## src/rtl/surface_pos_pkg.sv

```systemverilog
// Shared widths, divider length and FSM encoding for the logical-to-physical
// surface position converter.
package surface_pos_pkg;
  localparam int COORD_W    = 16;
  localparam int PAD_W      = 3;
  localparam int DIV_CYCLES = 16;

  typedef enum logic [1:0] {
    IDLE = 2'd0,
    CHK  = 2'd1,
    DIV  = 2'd2,
    DONE = 2'd3
  } fsm_e;

  localparam logic [1:0] ST_IDLE = 2'd0;
  localparam logic [1:0] ST_CHK  = 2'd1;
  localparam logic [1:0] ST_DIV  = 2'd2;
  localparam logic [1:0] ST_DONE = 2'd3;
endpackage

```

## src/rtl/surface_pos_logic_to_phy_if.sv

```systemverilog
// Job request/result bundle of the surface position converter, plus the FSM
// state for observation.
interface surface_pos_logic_to_phy_if;
  import surface_pos_pkg::*;

  // Handshake: a job is accepted on a clock edge where aclken=1, blk_idle=1
  // and blk_start=1; blk_start is ignored at any other time. The result is
  // presented with a one-cycle blk_done pulse and then held until the next one.
  logic               blk_start;
  logic               blk_idle;
  logic [COORD_W-1:0] blk_i_logic_x;
  logic [COORD_W-1:0] blk_i_logic_y;
  logic               blk_i_en_x_cvt;
  logic               blk_i_en_y_cvt;
  logic               blk_done;
  logic [COORD_W-1:0] blk_o_phy_x;
  logic [COORD_W-1:0] blk_o_phy_y;
  logic               blk_o_is_vld;
  fsm_e               fsm_state;

  modport master (
    output blk_start, blk_i_logic_x, blk_i_logic_y, blk_i_en_x_cvt, blk_i_en_y_cvt,
    input  blk_idle, blk_done, blk_o_phy_x, blk_o_phy_y, blk_o_is_vld, fsm_state
  );

  modport slave (
    input  blk_start, blk_i_logic_x, blk_i_logic_y, blk_i_en_x_cvt, blk_i_en_y_cvt,
    output blk_idle, blk_done, blk_o_phy_x, blk_o_phy_y, blk_o_is_vld, fsm_state
  );
endinterface

```

## src/rtl/surface_pos_axis_cvt.sv

```systemverilog
// One axis of the converter: range check, pad subtract, divide by (inner+1),
// then valid/physical selection. SURFACE_POS_FAST_DIV_EN selects a one-cycle divide.
module surface_pos_axis_cvt
  import surface_pos_pkg::*;
(
  input  logic               clk,
  input  logic               rst_n,
  input  logic               load,
  input  logic               chk,
  input  logic               div_step,
  input  logic               fin,
  input  logic [COORD_W-1:0] coord,
  input  logic               en_cvt,
  input  logic [COORD_W-1:0] limit,
  input  logic [PAD_W-1:0]   pad,
  input  logic [PAD_W-1:0]   inner,
  output logic [COORD_W-1:0] phy,
  output logic               vld
);

  logic [COORD_W-1:0] c_q;
  logic               cvt_q;
  logic               out_q;
  logic [COORD_W-1:0] q_q;
  logic [3:0]         r_q;
  logic [3:0]         divisor;
  logic [COORD_W-1:0] pad_ext;
  logic               valid;
  logic [COORD_W-1:0] q_next;
  logic [3:0]         r_next;

  assign divisor = {1'b0, inner} + 4'd1;
  assign pad_ext = {{(COORD_W-PAD_W){1'b0}}, pad};

`ifdef SURFACE_POS_FAST_DIV_EN
  // Reciprocal multiply: q = (d * m) >> s, constants exact over all 16-bit d.
  logic [16:0] recip_m;
  logic [4:0]  recip_s;
  logic [33:0] prod;

  always_comb begin
    recip_m = 17'd65536;
    recip_s = 5'd16;
    case (inner)
      3'd0: begin recip_m = 17'd65536; recip_s = 5'd16; end
      3'd1: begin recip_m = 17'd65536; recip_s = 5'd17; end
      3'd2: begin recip_m = 17'd43691; recip_s = 5'd17; end
      3'd3: begin recip_m = 17'd65536; recip_s = 5'd18; end
      3'd4: begin recip_m = 17'd52429; recip_s = 5'd18; end
      3'd5: begin recip_m = 17'd43691; recip_s = 5'd18; end
      3'd6: begin recip_m = 17'd74899; recip_s = 5'd19; end
      3'd7: begin recip_m = 17'd65536; recip_s = 5'd19; end
      default: ;
    endcase
  end

  assign prod   = {18'd0, q_q} * {17'd0, recip_m};
  assign q_next = 16'(prod >> recip_s);
  assign r_next = 4'(q_q - 16'(q_next * {12'd0, divisor}));
`else
  // Restoring radix-2 step: q_q holds the dividend and fills with quotient bits.
  logic [4:0] trial;
  logic       ge;

  assign trial  = {r_q, q_q[COORD_W-1]};
  assign ge     = trial >= {1'b0, divisor};
  assign r_next = ge ? 4'(trial - {1'b0, divisor}) : trial[3:0];
  assign q_next = {q_q[COORD_W-2:0], ge};
`endif

  assign valid = cvt_q ? (!out_q && r_q == 4'd0) : 1'b1;

  always_ff @(posedge clk or negedge rst_n) begin
    if (!rst_n) begin
      c_q   <= '0;
      cvt_q <= 1'b0;
      out_q <= 1'b0;
      q_q   <= '0;
      r_q   <= '0;
      phy   <= '0;
      vld   <= 1'b0;
    end else begin
      if (load) begin
        c_q   <= coord;
        cvt_q <= en_cvt;
      end
      if (chk) begin
        out_q <= (c_q < pad_ext) || (c_q > limit);
        q_q   <= c_q - pad_ext;
        r_q   <= '0;
      end
      if (div_step) begin
        q_q <= q_next;
        r_q <= r_next;
      end
      if (fin) begin
        phy <= cvt_q ? (valid ? q_q : '0) : c_q;
        vld <= valid;
      end
    end
  end

endmodule

```

## src/rtl/surface_pos_logic_to_phy.sv

```systemverilog
// Logical (padded/dilated) to physical feature-map position converter, one
// job at a time. SURFACE_POS_FAST_DIV_EN shortens DIV to a single cycle.
module surface_pos_logic_to_phy
  import surface_pos_pkg::*;
(
  input  logic               aclk,
  input  logic               aresetn,
  input  logic               aclken,
  input  logic [COORD_W-1:0] ext_j_right,
  input  logic [COORD_W-1:0] ext_i_bottom,
  input  logic [PAD_W-1:0]   external_padding_left,
  input  logic [PAD_W-1:0]   external_padding_top,
  input  logic [PAD_W-1:0]   inner_padding_top_bottom,
  input  logic [PAD_W-1:0]   inner_padding_left_right,
  surface_pos_logic_to_phy_if.slave blk
);

  logic [1:0] state;
  logic       done_q;
  logic       load_stb;
  logic       chk_stb;
  logic       div_stb;
  logic       fin_stb;
  logic       div_last;
  logic       vld_x;
  logic       vld_y;

  assign load_stb = aclken && (state == ST_IDLE) && blk.blk_start;
  assign chk_stb  = aclken && (state == ST_CHK);
  assign div_stb  = aclken && (state == ST_DIV);
  assign fin_stb  = aclken && (state == ST_DONE);

`ifdef SURFACE_POS_FAST_DIV_EN
  assign div_last = 1'b1;
`else
  logic [3:0] cnt;

  assign div_last = (cnt == 4'(DIV_CYCLES - 1));

  always_ff @(posedge aclk or negedge aresetn) begin
    if (!aresetn) begin
      cnt <= '0;
    end else if (chk_stb) begin
      cnt <= '0;
    end else if (div_stb) begin
      cnt <= cnt + 4'd1;
    end
  end
`endif

  always_ff @(posedge aclk or negedge aresetn) begin
    if (!aresetn) begin
      state  <= ST_IDLE;
      done_q <= 1'b0;
    end else if (aclken) begin
      done_q <= fin_stb;
      case (state)
        ST_IDLE: if (blk.blk_start) state <= ST_CHK;
        ST_CHK:  state <= ST_DIV;
        ST_DIV:  if (div_last) state <= ST_DONE;
        ST_DONE: state <= ST_IDLE;
        default: state <= ST_IDLE;
      endcase
    end
  end

  surface_pos_axis_cvt u_x (
    .clk      (aclk),
    .rst_n    (aresetn),
    .load     (load_stb),
    .chk      (chk_stb),
    .div_step (div_stb),
    .fin      (fin_stb),
    .coord    (blk.blk_i_logic_x),
    .en_cvt   (blk.blk_i_en_x_cvt),
    .limit    (ext_j_right),
    .pad      (external_padding_left),
    .inner    (inner_padding_left_right),
    .phy      (blk.blk_o_phy_x),
    .vld      (vld_x)
  );

  surface_pos_axis_cvt u_y (
    .clk      (aclk),
    .rst_n    (aresetn),
    .load     (load_stb),
    .chk      (chk_stb),
    .div_step (div_stb),
    .fin      (fin_stb),
    .coord    (blk.blk_i_logic_y),
    .en_cvt   (blk.blk_i_en_y_cvt),
    .limit    (ext_i_bottom),
    .pad      (external_padding_top),
    .inner    (inner_padding_top_bottom),
    .phy      (blk.blk_o_phy_y),
    .vld      (vld_y)
  );

  assign blk.blk_idle     = (state == ST_IDLE);
  assign blk.blk_done     = done_q;
  assign blk.blk_o_is_vld = vld_x & vld_y;
  assign blk.fsm_state    = fsm_e'(state);

endmodule

```

## src/flat_wrapper.sv

```systemverilog
// flat-port wrapper written by rule: the top's interface ports become plain ports
module surface_pos_logic_to_phy_flat import surface_pos_pkg::*;
  (aclk, aresetn, aclken, ext_j_right, ext_i_bottom, external_padding_left, external_padding_top, inner_padding_top_bottom, inner_padding_left_right, blk_blk_start, blk_blk_i_logic_x, blk_blk_i_logic_y, blk_blk_i_en_x_cvt, blk_blk_i_en_y_cvt, blk_blk_idle, blk_blk_done, blk_blk_o_phy_x, blk_blk_o_phy_y, blk_blk_o_is_vld, blk_fsm_state);
  surface_pos_logic_to_phy_if blk_i ();
  input  logic aclk;
  input  logic aresetn;
  input  logic aclken;
  input  logic [COORD_W-1:0] ext_j_right;
  input  logic [COORD_W-1:0] ext_i_bottom;
  input  logic [PAD_W-1:0] external_padding_left;
  input  logic [PAD_W-1:0] external_padding_top;
  input  logic [PAD_W-1:0] inner_padding_top_bottom;
  input  logic [PAD_W-1:0] inner_padding_left_right;
  input wire logic [$bits(blk_i.blk_start)-1:0] blk_blk_start;
  input wire logic [$bits(blk_i.blk_i_logic_x)-1:0] blk_blk_i_logic_x;
  input wire logic [$bits(blk_i.blk_i_logic_y)-1:0] blk_blk_i_logic_y;
  input wire logic [$bits(blk_i.blk_i_en_x_cvt)-1:0] blk_blk_i_en_x_cvt;
  input wire logic [$bits(blk_i.blk_i_en_y_cvt)-1:0] blk_blk_i_en_y_cvt;
  output wire logic [$bits(blk_i.blk_idle)-1:0] blk_blk_idle;
  output wire logic [$bits(blk_i.blk_done)-1:0] blk_blk_done;
  output wire logic [$bits(blk_i.blk_o_phy_x)-1:0] blk_blk_o_phy_x;
  output wire logic [$bits(blk_i.blk_o_phy_y)-1:0] blk_blk_o_phy_y;
  output wire logic [$bits(blk_i.blk_o_is_vld)-1:0] blk_blk_o_is_vld;
  output wire logic [$bits(blk_i.fsm_state)-1:0] blk_fsm_state;
  assign blk_i.blk_start = blk_blk_start;
  assign blk_i.blk_i_logic_x = blk_blk_i_logic_x;
  assign blk_i.blk_i_logic_y = blk_blk_i_logic_y;
  assign blk_i.blk_i_en_x_cvt = blk_blk_i_en_x_cvt;
  assign blk_i.blk_i_en_y_cvt = blk_blk_i_en_y_cvt;
  assign blk_blk_idle = blk_i.blk_idle;
  assign blk_blk_done = blk_i.blk_done;
  assign blk_blk_o_phy_x = blk_i.blk_o_phy_x;
  assign blk_blk_o_phy_y = blk_i.blk_o_phy_y;
  assign blk_blk_o_is_vld = blk_i.blk_o_is_vld;
  assign blk_fsm_state = blk_i.fsm_state;
  surface_pos_logic_to_phy u_core (.aclk(aclk), .aresetn(aresetn), .aclken(aclken), .ext_j_right(ext_j_right), .ext_i_bottom(ext_i_bottom), .external_padding_left(external_padding_left), .external_padding_top(external_padding_top), .inner_padding_top_bottom(inner_padding_top_bottom), .inner_padding_left_right(inner_padding_left_right), .blk(blk_i));
endmodule
```

## config.mk

```make
export PLATFORM = sky130hd
export DESIGN_NAME = surface_pos_logic_to_phy_flat
export DESIGN_NICKNAME = d
export VERILOG_FILES = /design/src/rtl/surface_pos_pkg.sv /design/src/rtl/surface_pos_logic_to_phy_if.sv /design/src/rtl/surface_pos_axis_cvt.sv /design/src/rtl/surface_pos_logic_to_phy.sv /design/src/flat_wrapper.sv
export SDC_FILE = /design/constraint.sdc
export NUM_CORES = 1
export LEC_CHECK = 0
export CORE_UTILIZATION = 30
export CTS_CLUSTER_DIAMETER = 120
export CTS_CLUSTER_SIZE = 25
export DETAILED_ROUTE_END_ITERATION = 8
export PLACE_DENSITY = 0.52
export SLEW_MARGIN = 20
export SYNTH_ARGS = -nofsm -noshare
export SYNTH_HDL_FRONTEND = slang
export SYNTH_HIERARCHICAL = 1
export SYNTH_SLANG_ARGS = --single-unit
```

## constraint.sdc

```tcl
create_clock -name aclk -period 5.15 [get_ports aclk]
set_input_delay 1.03 -clock aclk [delete_from_list [all_inputs] [get_ports aclk]]
set_output_delay 1.03 -clock aclk [all_outputs]
set_load 0.01 [all_outputs]
```

==> metrics, run 1 <==
Leak 3.96 nW; Overall Global Routing Usage 0.165; post-synthesis average cell area 9.34 um2; Slew HR 0.267; Resized cells post-CTS 0; worst-skew pair later-pin latency 0.42 ns; initial antenna violation count 0; DR vias 5976; Crit. End Element flip-flop; Clk pwr share 0.242; distinct cell type count after synthesis 52; hold slack 0.492 ns; switch share 0.395; maxcap violations 0; drt wl/cell 16.0 um; post-CTS setup buffer count 0; clk sinks 117; DRC Markers 0; Core Region 0.0234 mm2; share of layout cells above drive strength 1 0.107; Vias/cell 4.96; die width 156 um; vias in the first global route 5846; Post-synth EDFFs 0; Sequential Power Share 0.339; fmax 309 MHz; Syn Inst Count 765; CTS tree yes; Pre-antenna DRT Iters 5; hpwl dp 13900 um; Period minus WS final 3.24 ns; Seq cells post-synth 117; Finished Layout Cells 1206; crit path kind in -> reg; Req. time, crit path 5.44 ns; Top FF cell, synth dfrtp_1; gpl congestion 0.813; Final Hold Fails 0; P per Cell Area 606 mW/mm2; cts bufs inserted 17; largest net degree at the start of global routing 57; RSZ-0062 raised after global routing no; Yosys Warn Count 6; R2R depth 8; First DRT Iteration DRCs 362; Worst Hold Launch u_core/u_x/vld$_DFFE_PN0P_; diode count 0; Startpoint Class primary input; hold path cells 1; hold worst-path end u_core/u_x/vld$_DFFE_PN0P_; Psw 2.23 mW; DRT antenna net count 0; Comb pwr share 0.419; CTS H-tree lvls 4; Die H 156 um; post-layout net count 1013; area share of the largest cell type after synthesis 0.410; overall power 5.64 mW; Congestion Overflow GR 0; Post-Place Cells 1174; Area Growth Syn to Fin 30.3%; ys async rst share 1.00; starting density of the core 0.305; Ports 119; Clock Root Buffer clkbuf_16; Max VDD drop 0.280 mV; final wirelength 19300 um; setup TNS 0 ns; r2r endpoint u_core/u_x/q_q[13]$_DFFE_PN0P_; cts hold-fix bufs 0; Setup Skew 0.00850 ns; top-count cell post-synth dfrtp_1; internal power 3.42 mW; Slew @ Worst Pin 1.10 ns; WP data arrival 3.53 ns; top cells by count, synth dfrtp_1 (117), a21oi_1 (77), nor2_1 (60); fin. max-slew vios 0; cell row count 56; Min-Delay Path Class reg -> reg; crit share post-route 0.629; sequential element share of the synthesized area 0.410; # port buffers 118; first-pass GRT wire length 31300 um; Crit Path Max Fanout 34; Post-Syn Area 0.00714 mm2; biggest area consumer among synthesized cells dfrtp_1; total die area 0.0244 mm2; R2R Setup Slk 2.30 ns; endpoints failing setup 0; status finished, final reports clean; reg2reg start u_core/blk.fsm_state[0]$_DFFE_PN0P_; Crit. Startpoint aclken; Core Util, Final 0.398; CTS Buffer Depth 2; ranking of synthesized cells by area dfrtp_1 (41%), ha_1 (9.3%), a21oi_1 (5.4%); post-synthesis net count 904; Worst-path clk slew 0.06 ns
## sequential cells by signal, summed over array words and instances, names as in the netlist, 2 cells and up
| signal | count |
|---|---|
| u_core/u_y/r_q | 4 |
| u_core/u_y/phy | 16 |
| u_core/blk.fsm_state | 2 |
| u_core/u_x/q_q | 16 |
| u_core/u_y/c_q | 16 |
| u_core/cnt | 4 |
| u_core/u_y/q_q | 16 |
| u_core/u_x/c_q | 16 |
| u_core/u_x/phy | 16 |
| u_core/u_x/r_q | 4 |
## critical path, cell delays in order
cell and delay, ns:
clkdlybuf4s50_1 0.60, nand2_2 0.12, inv_1 0.69, inv_1 0.54, and3_1 0.33, a21oi_1 0.11, o211ai_1 0.10
## stage by stage
step                      setup slack [ns]  area [um2]
after CTS                             1.91        9310
final                                 1.91        9310
after floorplan                       2.41        7140
after global placement                1.49        8630
after global routing                  1.69        9310
after detailed placement              1.45        8630
## power by group through the flow
stage	Combinational, mW	Sequential (mW)	Clock, mW
floorplan	1.59	1.76	0
global placement	2.35	1.94	0
detailed placement	2.36	1.93	0
CTS	2.38	1.92	1.40
global route	2.67	1.99	1.45
finish	2.36	1.91	1.37
## cell type report
cell class | count | area [um2]
inverters | 59 | 221
multi-input cells | 553 | 3840
clock buffers | 17 | 425
fillers | 2360 | 14100
repair buffers | 126 | 1240
well taps | 319 | 399
flip-flops and latches | 117 | 2930
clock inverters | 15 | 251
## cell families (layout without fill, tap and decap cells)
group,after synthesis,after routing,share of synthesized area
AO/OA/AOI/OAI,197,197,0.167
XOR/XNOR,20,20,0.0245
adder cells (fa/ha/maj),57,57,0.104
buffers and inverters,95,217,0.0524
flip-flops,117,117,0.410
multiplexers,35,35,0.0548
AND/OR/NAND/NOR,244,244,0.188
## placed cells by master, fill, tap and decap left out, drive strengths merged, types with 14 or more instances in the layout
cell type      instances
a21oi                 77
a31oi                 33
and3                  21
clkbuf                17
clkdlybuf4s50        117
dfrtp                117
ha                    53
inv                   62
mux2                  33
nand2                 37
nand3                 19
nand4                 18
nor2                  60
nor2b                 36
nor3                  14
o21ai                 43
or3                   15
## worst max-delay path by stage
stage / end / slack (ns)
global route: u_core/u_x/q_q[9]$_DFFE_PN0P_ / 1.69
detailed placement: u_core/u_x/q_q[13]$_DFFE_PN0P_ / 1.45
floorplan: u_core/u_x/r_q[1]$_DFFE_PN0P_ / 2.41
global placement: u_core/u_x/q_q[13]$_DFFE_PN0P_ / 1.49
finish: u_core/u_x/q_q[13]$_DFFE_PN0P_ / 1.91
CTS: u_core/u_x/q_q[13]$_DFFE_PN0P_ / 1.91
## layer usage
layer	part of all wire	vias up	track usage
met5	0	-	0
met4	0.0083	0	0.0444
met3	0.044	13	0.0338
met2	0.43	147	0.241
met1	0.52	2848	0.244
li1	-	2968	-
No activity file was read; power rests on OpenSTA's default activity.
==> inputs of run 2 (changes only) <==
Settings changed: PLACE_DENSITY 0.52 to 0.54.
Clock period 5.15 ns to 2.65 ns, I/O delays scaled along.
==> metrics, run 2 (synthesized netlist as in run 1, its figures left out) <==
vias in the first global route 5948 (was 5846); crit path kind reg -> out (was in -> reg); Post-Place Setup Slack -0.0565 ns (was 1.45 ns); Core Util, Final 0.406 (was 0.398); fmax 435 MHz; maxcap violations 0 (unchanged); drt wl/cell 15.6 um (was 16.0 um); First DRT Iteration DRCs 306 (was 362); Worst-path clk slew 0.05 ns (was 0.06 ns); first-pass GRT wire length 31600 um (was 31300 um); P per Cell Area 1150 mW/mm2 (was 606 mW/mm2); Die H 156 um (unchanged); Overall Global Routing Usage 0.166 (was 0.165); DRT antenna net count 0 (unchanged); multi-input logic area 0.00384 mm2 (unchanged); final worst slack 0.351 ns (was 1.91 ns); RSZ-0062 raised after global routing no (unchanged); post-CTS setup buffer count 0 (unchanged); DRC Markers 0 (unchanged); starting density of the core 0.305 (unchanged); Startpoint Class flip-flop (was primary input); Crit Path Max Fanout 5 (was 34); fin. max-slew vios 0 (unchanged); Slew HR 0.660 (was 0.267); commonest cells after routing, fill and taps aside clkdlybuf4s50_1 (117), dfrtp_1 (117), a21oi_1 (77), nor2_1 (60), inv_1 (59) (unchanged); R2R depth 9 (was 8); status finished, final reports clean (unchanged); Core Region 0.0234 mm2 (unchanged); cell row count 56 (unchanged); die width 156 um (unchanged); Min-Delay Path Class in -> async (was reg -> reg); Req. time, crit path 2.12 ns (was 5.44 ns); diode count 0 (unchanged); crit share post-route 0.867; CTS H-tree lvls 4 (unchanged); Resized cells post-CTS 0 (unchanged); post-layout net count 1044 (was 1013); initial antenna violation count 0 (unchanged); clk sinks 117 (unchanged); cts bufs inserted 17 (unchanged); total die area 0.0244 mm2 (unchanged); Slew @ Worst Pin 0.509 ns (was 1.10 ns); gpl congestion 0.862 (was 0.813); CTS tree yes (unchanged); # port buffers 118 (unchanged); WP data arrival 1.77 ns (was 3.53 ns); Leak 4.08 nW (was 3.96 nW); Crit. End Element output pin (was flip-flop); final wirelength 19300 um (about the same); Pre-antenna DRT Iters 5 (unchanged); Vias/cell 4.92 (was 4.96); Period minus WS final 2.30 ns; Register Area 0.00293 mm2 (unchanged); DR vias 6085 (was 5976); cts hold-fix bufs 0 (unchanged); Fill cells 2392 (was 2360); CTS Buffer Depth 2 (unchanged); endpoints failing setup 0 (unchanged); hpwl dp 14600 um (was 13900 um); Final Hold Fails 0 (unchanged); Ports 119 (unchanged); Congestion Overflow GR 0 (unchanged); largest net degree at the start of global routing 45 (was 57); Clock Root Buffer clkbuf_16 (unchanged); Setup Skew 0.0118 ns (was 0.00850 ns); Max VDD drop 0.576 mV (was 0.280 mV); share of layout cells above drive strength 1 0.133 (was 0.107); worst-skew pair later-pin latency 0.42 ns (about the same); Area Growth Syn to Fin 33.0% (was 30.3%)
run 2: changes by cell type in the layout (fill, tap and decap cells not counted):
cell / previous run / this run
clkinv_4: 2 / 0
clkinv_2: 1 / 3
clkbuf_1: 0 / 3
bufinv_16: 6 / 3
inv_6: 3 / 0
buf_4: 9 / 36
buf_12: 0 / 4
clkbuf_8: 0 / 2
run 2: critical path, stage by stage (launching register included):
cell	delay (ns)
dfrtp_1	0.43
inv_1	0.10
ha_1	0.25
clkdlybuf4s50_1	0.57
run 2: stage by stage:
step / hold slack, ns / TNS, ns / cells / power (mW) / area, um2
after floorplan: 0.234 / 0 / 765 / 6.51 / 7140
after global placement: 0.481 / -0.00110 / 1205 / 8.55 / 8910
after detailed placement: 0.473 / -0.102 / 1205 / 8.62 / 8910
after CTS: 0.0949 / 0 / 1236 / 11.0 / 9510
after global routing: 0.122 / 0 / 1236 / 11.8 / 9510
final: 0.0859 / 0 / 1236 / 10.9 / 9510
run 2: area by class of cell:
cell class,count,share of cell area
Sequential cell,117,0.308
Inverter,59,0.0233
Clock inverter,9,0.0134
Multi-Input combinational cell,553,0.404
Tap cell,319,0.0420
Timing Repair Buffer,157,0.160
Clock buffer,22,0.0488
run 2: worst paths after layout:
| kind | from | end | slack (ns) |
|---|---|---|---|
| setup / recovery | u_core/blk.fsm_state[0]$_DFFE_PN0P_ | blk_blk_idle | 0.35 |
| hold / removal | aresetn | u_core/u_y/phy[2]$_DFFE_PN0P_ | 0.09 |
| setup reg to reg | u_core/blk.fsm_state[0]$_DFFE_PN0P_ | u_core/u_y/q_q[15]$_DFFE_PN0P_ | 0.52 |
| hold reg to reg | u_core/blk.blk_done$_DFFE_PN0P_ | u_core/blk.blk_done$_DFFE_PN0P_ | 0.48 |
| max in group asynchronous | aresetn | u_core/u_y/phy[4]$_DFFE_PN0P_ | 1.89 |
| min in group aclk | u_core/blk.blk_done$_DFFE_PN0P_ | u_core/blk.blk_done$_DFFE_PN0P_ | 0.48 |
run 2: power by group:
part	internal, mW	switching (mW)	total [mW]	leakage, nW
registers	2.63	0.959	3.59	1.43
clock network	1.52	0.821	2.34	0.282
logic	2.47	2.53	5.00	2.37
total	6.62	4.31	10.9	4.08
run 2: metal layers:
layer	GRT usage	wire length, um
met1	0.244	10000
met2	0.246	8420
met3	0.0238	611
met4	0.0570	265
met5	0	0
==> inputs of run 3 (changes only) <==
Settings changed: CORE_MARGIN from default to 5.
==> metrics, run 3 (synthesized netlist as in run 1, its figures left out) <==
cell row count 56 (unchanged); internal power 6.70 mW (was 6.62 mW); Max VDD drop 0.467 mV (was 0.576 mV); Register Area 0.00293 mm2 (unchanged); # port buffers 118 (unchanged); diode count 0 (unchanged); Area Growth Syn to Fin 33.4% (was 33.0%); First DRT Iteration DRCs 361 (was 306); fin. max-slew vios 0 (unchanged); RSZ-0062 raised after global routing no (unchanged); CTS Buffer Depth 2 (unchanged); status finished, final reports clean (unchanged); commonest cells after routing, fill and taps aside clkdlybuf4s50_1 (117), dfrtp_1 (117), a21oi_1 (77), nor2_1 (60), inv_1 (59) (unchanged); Min-Delay Path Class in -> async (unchanged); Vias/cell 4.95 (was 4.92); DR vias 6108 (was 6085); endpoints failing setup 0 (unchanged); initial antenna violation count 0 (unchanged); clk sinks 117 (unchanged); Clock Root Buffer clkbuf_16 (unchanged); Crit. End Element flip-flop (was output pin); hold slack 0.110 ns (was 0.0859 ns); drt wl/cell 15.8 um (was 15.6 um); cts hold-fix bufs 0 (unchanged); Post-Place Cells 1204 (was 1205); total die area 0.0270 mm2 (was 0.0244 mm2); Critical Path Max Stage Delay 0.48 ns (was 0.57 ns); Finished Layout Cells 1234 (was 1236); largest net degree at the start of global routing 39 (was 45); Overall Global Routing Usage 0.152 (was 0.166); Comb pwr share 0.446 (was 0.457); multi-input logic area 0.00384 mm2 (about the same); Worst-path clk slew 0.05 ns (about the same); Period minus WS final 2.39 ns (was 2.30 ns); Final Hold Fails 0 (unchanged); first-pass GRT wire length 32900 um (was 31600 um); CP dominant cell by count ha_1; Fill cells 2364 (was 2392); die width 164 um (was 156 um); Startpoint Class primary input (was flip-flop); post-layout net count 1043 (was 1044); CTS H-tree lvls 4 (unchanged); DRC Markers 0 (unchanged); Slew HR 0.439 (was 0.660); Core Region 0.0235 mm2 (was 0.0234 mm2); Congestion Overflow GR 0 (unchanged); Clk pwr share 0.221 (was 0.214); Sequential Power Share 0.333 (was 0.329); slowest stage cell, crit path or4_1 (was clkdlybuf4s50_1); hpwl dp 14800 um (was 14600 um); cts bufs inserted 17 (unchanged); worst-skew pair later-pin latency 0.41 ns (was 0.42 ns); Leak 4.09 nW (was 4.08 nW); Resized cells post-CTS 0 (unchanged); starting density of the core 0.304 (was 0.305); CTS tree yes (unchanged); Die H 164 um (was 156 um); gpl congestion 0.867 (was 0.862); Ports 119 (unchanged); fmax 418 MHz (was 435 MHz); critical path cell sequence clkdlybuf4s50_1, ha_1, xnor2_1, ha_1, nand4_1, and2_1, or4_1, o2111ai_1, o21ai_0 (was inv_1, ha_1, clkdlybuf4s50_1); final wirelength 19600 um (was 19300 um); Crit Path Max Fanout 3 (was 5); crit path kind in -> reg (was reg -> out); WP data arrival 2.67 ns (was 1.77 ns); share of layout cells above drive strength 1 0.133 (about the same); DRT antenna net count 0 (unchanged); Req. time, crit path 2.93 ns (was 2.12 ns); switch share 0.390 (was 0.394); post-CTS setup buffer count 0 (unchanged); Setup Skew 0.0129 ns (was 0.0118 ns); Pre-antenna DRT Iters 4 (was 5); vias in the first global route 6231 (was 5948); maxcap violations 0 (unchanged); Slew @ Worst Pin 0.841 ns (was 0.509 ns); P per Cell Area 1150 mW/mm2 (about the same); crit share post-route 0.902 (was 0.867); setup TNS 0 ns (unchanged); Psw 4.29 mW (was 4.31 mW)
run 3: routing by layer:
metal	wire length, um	track usage
met3	815	0.0331
met4	187	0.0435
met2	8410	0.224
met1	10100	0.224
met5	0	0
run 3: cell type report:
cell class / count / share of cell area
multi-input combinational: 553 / 0.403
sequential: 117 / 0.307
timing repair buffer: 156 / 0.160
clock buffer: 21 / 0.0483
tap: 319 / 0.0419
inverter: 59 / 0.0232
clock inverter: 9 / 0.0160
run 3: worst max-delay path, delay by kind of cell:
kind | cells | cell delay, ns
and+or+nand+nor | 3 | 0.78
adders and majority gates | 2 | 0.52
buffers and inverters | 1 | 0.44
AOI/OAI and AO/OA | 2 | 0.25
xor gates and xnor gates | 1 | 0.14
run 3: worst paths after layout:
path	depth (start not counted)	from	to	slack, ns
worst max-delay path	9	inner_padding_top_bottom[0]	u_core/u_y/r_q[3]$_DFFE_PN0P_	0.26
worst min-delay path	1	aresetn	u_core/u_x/c_q[7]$_DFFE_PN0P_	0.11
worst max register to register	9	u_core/blk.fsm_state[0]$_DFFE_PN0P_	u_core/u_x/q_q[15]$_DFFE_PN0P_	0.41
worst min register to register	1	u_core/blk.blk_done$_DFFE_PN0P_	u_core/blk.blk_done$_DFFE_PN0P_	0.49
max in group asynchronous	2	aresetn	u_core/u_y/phy[0]$_DFFE_PN0P_	1.95
min in group aclk	1	u_core/blk.blk_done$_DFFE_PN0P_	u_core/blk.blk_done$_DFFE_PN0P_	0.49
run 3: power by group through the flow:
| stage | Clock (mW) | Combinational (mW) | Sequential [mW] |
|---|---|---|---|
| 3_5_place_dp | 0 | 4.91 | 3.69 |
| 4_1_cts | 2.47 | 4.94 | 3.67 |
| 5_1_grt | 2.55 | 5.55 | 3.82 |
| 6_report | 2.43 | 4.91 | 3.66 |
| 3_3_place_gp | 0 | 4.86 | 3.70 |
| 2_1_floorplan | 0 | 3.08 | 3.42 |
run 3: metrics by stage:
step / setup WS (ns) / utilization / instance area, um2 / power, mW
floorplan: 0.413 / - / 7140 / 6.51
finish: 0.260 / 0.406 / 9530 / 11.0
global placement: -0.0255 / 0.380 / 8920 / 8.57
global route: 0.158 / 0.406 / 9530 / 11.9
detailed placement: -0.0956 / 0.380 / 8920 / 8.60
CTS: 0.303 / 0.406 / 9530 / 11.1
